## src/rtl/int_ctrl_mc.sv

```systemverilog
// Multi-pin interrupt controller for the 32 kHz always-on domain.
// Rising edges on event_flags set sticky status bits. Per-pin routing masks
// feed NOUT independent pin sequencers. Each sequencer supports polarity,
// pulse/level mode, pulse width, cold hold-off and deferral until frame end.
module int_ctrl_mc #(
  parameter int unsigned NW   = 16,
  parameter int unsigned NOUT = 2,
  parameter int unsigned WW   = 11,
  parameter int unsigned CW   = 6,
  parameter int unsigned CDIV = 32
) (
  input  logic                 clk_32k,
  input  logic                 rst_n,
  input  logic [NW-1:0]        event_flags,
  input  logic [NW-1:0]        event_clear,
  input  logic [NOUT*NW-1:0]   events_route,
  input  logic [NOUT-1:0]      rg_int_low_en,
  input  logic [NOUT-1:0]      rg_int_level_en,
  input  logic [NOUT*WW-1:0]   rg_int_width,
  input  logic [NOUT*CW-1:0]   rg_cold_time,
  input  logic [NOUT-1:0]      int_after_frame,
  input  logic                 frame_on,
  output logic [NW-1:0]        events,
  output logic [NOUT-1:0]      int_pending,
  output logic [NOUT-1:0]      int_out
);

  // Cold counter holds up to 2^CW ms worth of clk_32k cycles.
  localparam int unsigned CCW = CW + $clog2(CDIV);

  localparam logic [1:0] StIdle   = 2'd0;
  localparam logic [1:0] StWait   = 2'd1;
  localparam logic [1:0] StAssert = 2'd2;
  localparam logic [1:0] StCold   = 2'd3;

  logic [NW-1:0] r_flag;
  logic [NW-1:0] r_set;
  logic [NW-1:0] r_events;
  logic [NW-1:0] w_set;
  logic [NW-1:0] w_events_d;

  assign w_set      = event_flags & ~r_flag;
  // Set wins over a clear in the same cycle.
  assign w_events_d = w_set | (r_events & ~event_clear);
  assign events     = r_events;

  // Edge detector, sticky status and a one-cycle delayed copy of the set pulses.
  // Pins react to r_set so status is always visible one cycle before a pin moves.
  always_ff @(posedge clk_32k or negedge rst_n) begin
    if (!rst_n) begin
      r_flag   <= '0;
      r_set    <= '0;
      r_events <= '0;
    end else begin
      r_flag   <= event_flags;
      r_set    <= w_set;
      r_events <= w_events_d;
    end
  end

  for (genvar k = 0; k < NOUT; k++) begin : g_pin
    logic [NW-1:0]  w_route;
    logic [WW-1:0]  w_width;
    logic [CW-1:0]  w_cold;
    logic [CCW-1:0] w_cold_load;
    logic           w_level;
    logic           w_pend;
    logic           w_new;
    logic           w_go;

    logic [1:0]     r_state;
    logic [1:0]     w_state_d;
    logic           r_req;
    logic           w_req_d;
    logic [WW-1:0]  r_wcnt;
    logic [WW-1:0]  w_wcnt_d;
    logic [CCW-1:0] r_ccnt;
    logic [CCW-1:0] w_ccnt_d;

    assign w_route     = events_route[k*NW +: NW];
    assign w_width     = rg_int_width[k*WW +: WW];
    assign w_cold      = rg_cold_time[k*CW +: CW];
    assign w_cold_load = CCW'((32'(w_cold) + 32'd1) * CDIV - 32'd1);
    assign w_level     = rg_int_level_en[k];
    assign w_pend      = |(r_events & w_route);
    assign w_new       = |(r_set & w_route);
    assign w_go        = w_level ? w_pend : (r_req | w_new);

    assign int_pending[k] = w_pend;
    assign int_out[k]     = (r_state == StAssert) ^ rg_int_low_en[k];

    // Pin sequencer next state, request latch and counter loads.
    always_comb begin
      w_state_d = r_state;
      w_req_d   = r_req | w_new;
      w_wcnt_d  = r_wcnt;
      w_ccnt_d  = r_ccnt;
      case (r_state)
        StIdle: begin
          if (w_go) begin
            w_state_d = (int_after_frame[k] && frame_on) ? StWait : StAssert;
          end
        end
        StWait: begin
          if (!frame_on) begin
            w_state_d = (!w_level || w_pend) ? StAssert : StIdle;
          end
        end
        StAssert: begin
          if (w_level) begin
            if (!w_pend) w_state_d = StCold;
          end else if (r_wcnt == '0) begin
            w_state_d = StCold;
          end else begin
            w_wcnt_d = r_wcnt - WW'(1);
          end
        end
        StCold: begin
          if (r_ccnt == '0) begin
            w_state_d = StIdle;
          end else begin
            w_ccnt_d = r_ccnt - CCW'(1);
          end
        end
        default: w_state_d = StIdle;
      endcase
      // Width is sampled and the request consumed only on entry to ASSERT.
      if (w_state_d == StAssert && r_state != StAssert) begin
        w_req_d  = 1'b0;
        w_wcnt_d = w_width;
      end
      if (w_state_d == StCold && r_state != StCold) begin
        w_ccnt_d = w_cold_load;
      end
    end

    // Pin sequencer state registers.
    always_ff @(posedge clk_32k or negedge rst_n) begin
      if (!rst_n) begin
        r_state <= StIdle;
        r_req   <= 1'b0;
        r_wcnt  <= '0;
        r_ccnt  <= '0;
      end else begin
        r_state <= w_state_d;
        r_req   <= w_req_d;
        r_wcnt  <= w_wcnt_d;
        r_ccnt  <= w_ccnt_d;
      end
    end
  end

endmodule

```

## config.mk

```make
export PLATFORM = sky130hd
export DESIGN_NAME = int_ctrl_mc
export DESIGN_NICKNAME = d
export VERILOG_FILES = /design/src/rtl/int_ctrl_mc.sv
export SDC_FILE = /design/constraint.sdc
export NUM_CORES = 1
export LEC_CHECK = 0
export ABC_AREA = 1
export BUFFER_PORTS_ARGS = -buffer_cell sky130_fd_sc_hd__buf_4
export CAP_MARGIN = 30
export CORE_MARGIN = 2
export CORE_UTILIZATION = 34
export DETAILED_ROUTE_END_ITERATION = 8
export GPL_TIMING_DRIVEN = 0
export HOLD_SLACK_MARGIN = 0.15
export PLACE_DENSITY = 0.58
export SETUP_SLACK_MARGIN = 0.4
export SYNTH_ARGS = -nofsm -noshare
export SYNTH_HDL_FRONTEND = slang
export SYNTH_SLANG_ARGS = --single-unit
```

## constraint.sdc

```tcl
create_clock -name clk_32k -period 5.4 [get_ports clk_32k]
set_input_delay 0.27 -clock clk_32k [delete_from_list [all_inputs] [get_ports clk_32k]]
set_output_delay 0.27 -clock clk_32k [all_outputs]
set_load 0.05 [all_outputs]
```

==> run metrics <==
status=finished clean; drt total wl=13620 um; critical path arrival=about 1.9 ns; first-pass GRT wire length=22400 um; post-route minimum period=2.132 ns; Starting Density=34.43%; num rows=46; Power Total=0.003053 W; fin area=0.007467 mm^2; final hold viol count=0; WS Path Type=reg2out; setup TNS=0 ns; Initial DRT Pass Iterations=5; crit path cell chain=nand2_1, nand2_1, nor2_1, nand2_1, nor2_1, inv_1, buf_4, buf_4; hpwl dp=~10000 um; Core Region=0.01577 mm^2; Max Cap Viol=0; Largest stage delay, worst path=0.43 ns; DR DRC count=0; Slew @ Worst Pin=around 0.46 ns; final worst path period share=39.48%; synthesized net count=827; Final ANT Viol Nets=0; Synth area leader=dfrtp_1; Max Clock Skew=0.008860 ns; FF-to-FF setup slack=3.27 ns; clock sinks=98; CTS H-tree depth=3; Worst slew margin=69.11%; Synth Instances=714; Die Wd=approximately 130 um; CTS clk-pin slew, worst paths=0.07 ns; CTS tree=done; Avg Cell Area, Syn=7.604 um^2; layout cell share with drive strength beyond 1=19.40%; Peak VDD IR=0.2467 mV; post-CTS setup buffer count=0; Seq/Total Area, Yosys=45.17%; Post-Syn Area=0.005429 mm^2; GRT Resource Usage Total=16.78%; Inserted Clock Buffers=9; vias per cell=4.405; min-delay worst type=in2reg; Synth warnings=0; synthesis-to-layout area growth=37.54%; ant diodes=0; largest cells by area after synthesis=dfrtp_1 (45%), nand2_1 (15%), inv_1 (6.8%); via count=between 4000 and 5000; # setup viols final=0; gpl congestion=0.7866; Most common cell on crit path=nand2_1; Critical Path Fanout Max=4; Cell Pwr Density=roughly 400 mW/mm^2; critical path required time=5.13 ns; Yosys cell types=36; Die Span Y=130.4 um; initial antenna violation count=0; fin nets=1015; IO Pins=approximately 130; Slowest cell on crit path=dfrtp_1; post-synth top area share=45.17%; initial DRC count=225; Slew Limit Fails=0; largest net degree at the start of global routing=69; #FFs+latches synth=98; grt total ovfl=0; die area=0.01699 mm^2; CTS Buffer Depth=2; fmax=469.0 MHz; Root Buffer=clkbuf_16; placed instance area=0.006673 mm^2; RSZ-0062 raised after global routing=no; Leak Pwr=3.794 nW; Placed Cells=between 1000 and 1500; Worst setup EP type=primary output; Port-buffer cells=about 130; Worst-Skew Late Latency=0.36 ns; CP startpoint kind=flop; Layout Cells excl Fill=1123; vias in the first global route=4813; routed len/inst=12.13 um
[stage by stage]
stage               util, %  hold WS (ns)  worst slack [ns]
finish                47.35        0.1672             3.268
global route          47.35        0.1793             3.025
CTS                   47.35        0.1527             3.256
detailed placement    42.31        0.2404             3.281
global placement      42.14        0.3890             3.302
floorplan                 -      -0.02559             3.515
[synthesized netlist by cell type, drive strengths merged]
cell and count:
nor4 2, o211ai 1, nor2 100, o21ai 22, nand4 5, xor2 33, clkbuf 2, or2 3
o21a 1, buf 4, a21oi 21, nand3 41, nand3b 4, xnor2 10, nor3 15, a31oi 2
ha 6, or3 1, dfrtp 98, nand2 220, o22ai 16, o221ai 4, inv 103
[path summary, 6_finish.rpt]
kind	start	to	cells after the start
max	events[12]	int_pending[0]	8
min	rg_int_width[10]	g_pin[0].r_wcnt[10]	3
max reg2reg	g_pin[0].r_ccnt[0]	g_pin[0].r_wcnt[5]	14
min reg2reg	r_flag[0]	r_set[0]	1
max in group asynchronous	rst_n	g_pin[0].r_ccnt[8]	3
min in group asynchronous	rst_n	events[11]	2
[placed cells by master, fill, tap and decap left out, types with 2 or more instances in the layout]
cell type	synthesis	routed
xnor2_1	10	10
buf_4	2	128
xor2_1	33	33
o22ai_1	16	16
or2_2	2	2
o21ai_0	20	20
nand2_2	5	5
nand4_1	5	5
nor2_4	4	4
nor3_1	14	14
inv_2	4	4
a31oi_1	2	2
nor2_1	91	91
inv_6	0	2
nand2_1	212	212
nor2_2	3	3
a21oi_1	20	20
nand2_4	3	3
clkbuf_16	0	9
o21ai_1	2	2
nand3_1	38	38
nor2_8	2	2
clkinv_4	0	3
nand3_2	3	3
inv_1	99	99
dfrtp_1	98	98
nor4_1	2	2
o221ai_1	4	4
dlygate4sd3_1	0	50
nand3b_1	4	4
clkbuf_1	2	2
ha_1	6	6
[area by class of cell]
class / instances / area [um^2]
fillers: 1602 / 8303
clock inverters: 6 / 55.05
well taps: 216 / 270.3
multi-input cells: 507 / 2541
plain buffers: 6 / 48.80
flip-flops and latches: 98 / 2452
clock buffers: 10 / 239.0
inverters: 103 / 386.6
repair buffers: 177 / 1474
[cell families after synthesis]
family,count (synthesis),share of synthesized area (%)
AOI/OAI and AO/OA,67,7.030
xor gates and xnor gates,43,6.937
adders and majority gates,6,1.383
buffers and inverters,109,8.020
DFF,98,45.17
and+or+nand+nor,391,31.46
[where the power goes]
group	internal [W]	total [W]	switching, W	leakage (nW)
clock	0.000335	0.000646	0.000311	0.146
sequential	0.000930	0.00109	0.000161	1.16
combinational	0.000510	0.00132	0.000807	2.49
total	0.00177	0.00305	0.00128	3.79
[per-layer routing]
layer / vias up / global-route usage, % / routed length (um)
li1: 2615 / - / -
met1: 2222 / 22.21 / 6433
met2: 97 / 27.93 / 6483
met3: 13 / 2.788 / 506
met4: 0 / 5.882 / 199
met5: - / 0 / 0
[worst max-delay path: cells and delay by family (launching register included)]
family | cells | cell delay [ns]
simple gates | 5 | 0.66
flops | 1 | 0.43
buf+inv | 3 | 0.43
[timing repair]
action / 4_1_cts / 5_1_grt
resized for setup: 0 / 0
hold buffers: 50 / 0
hold endpoints to repair: 92 / 0
[state kept, by name, summed over array words and instances (netlist names)]
register / flops
g_pin.r_ccnt: 22
g_pin.r_wcnt: 22
events: 16
r_flag: 16
r_set: 16
g_pin.r_state: 4
g_pin.r_req: 2
Note: power is estimated with default switching activity, not from simulation.
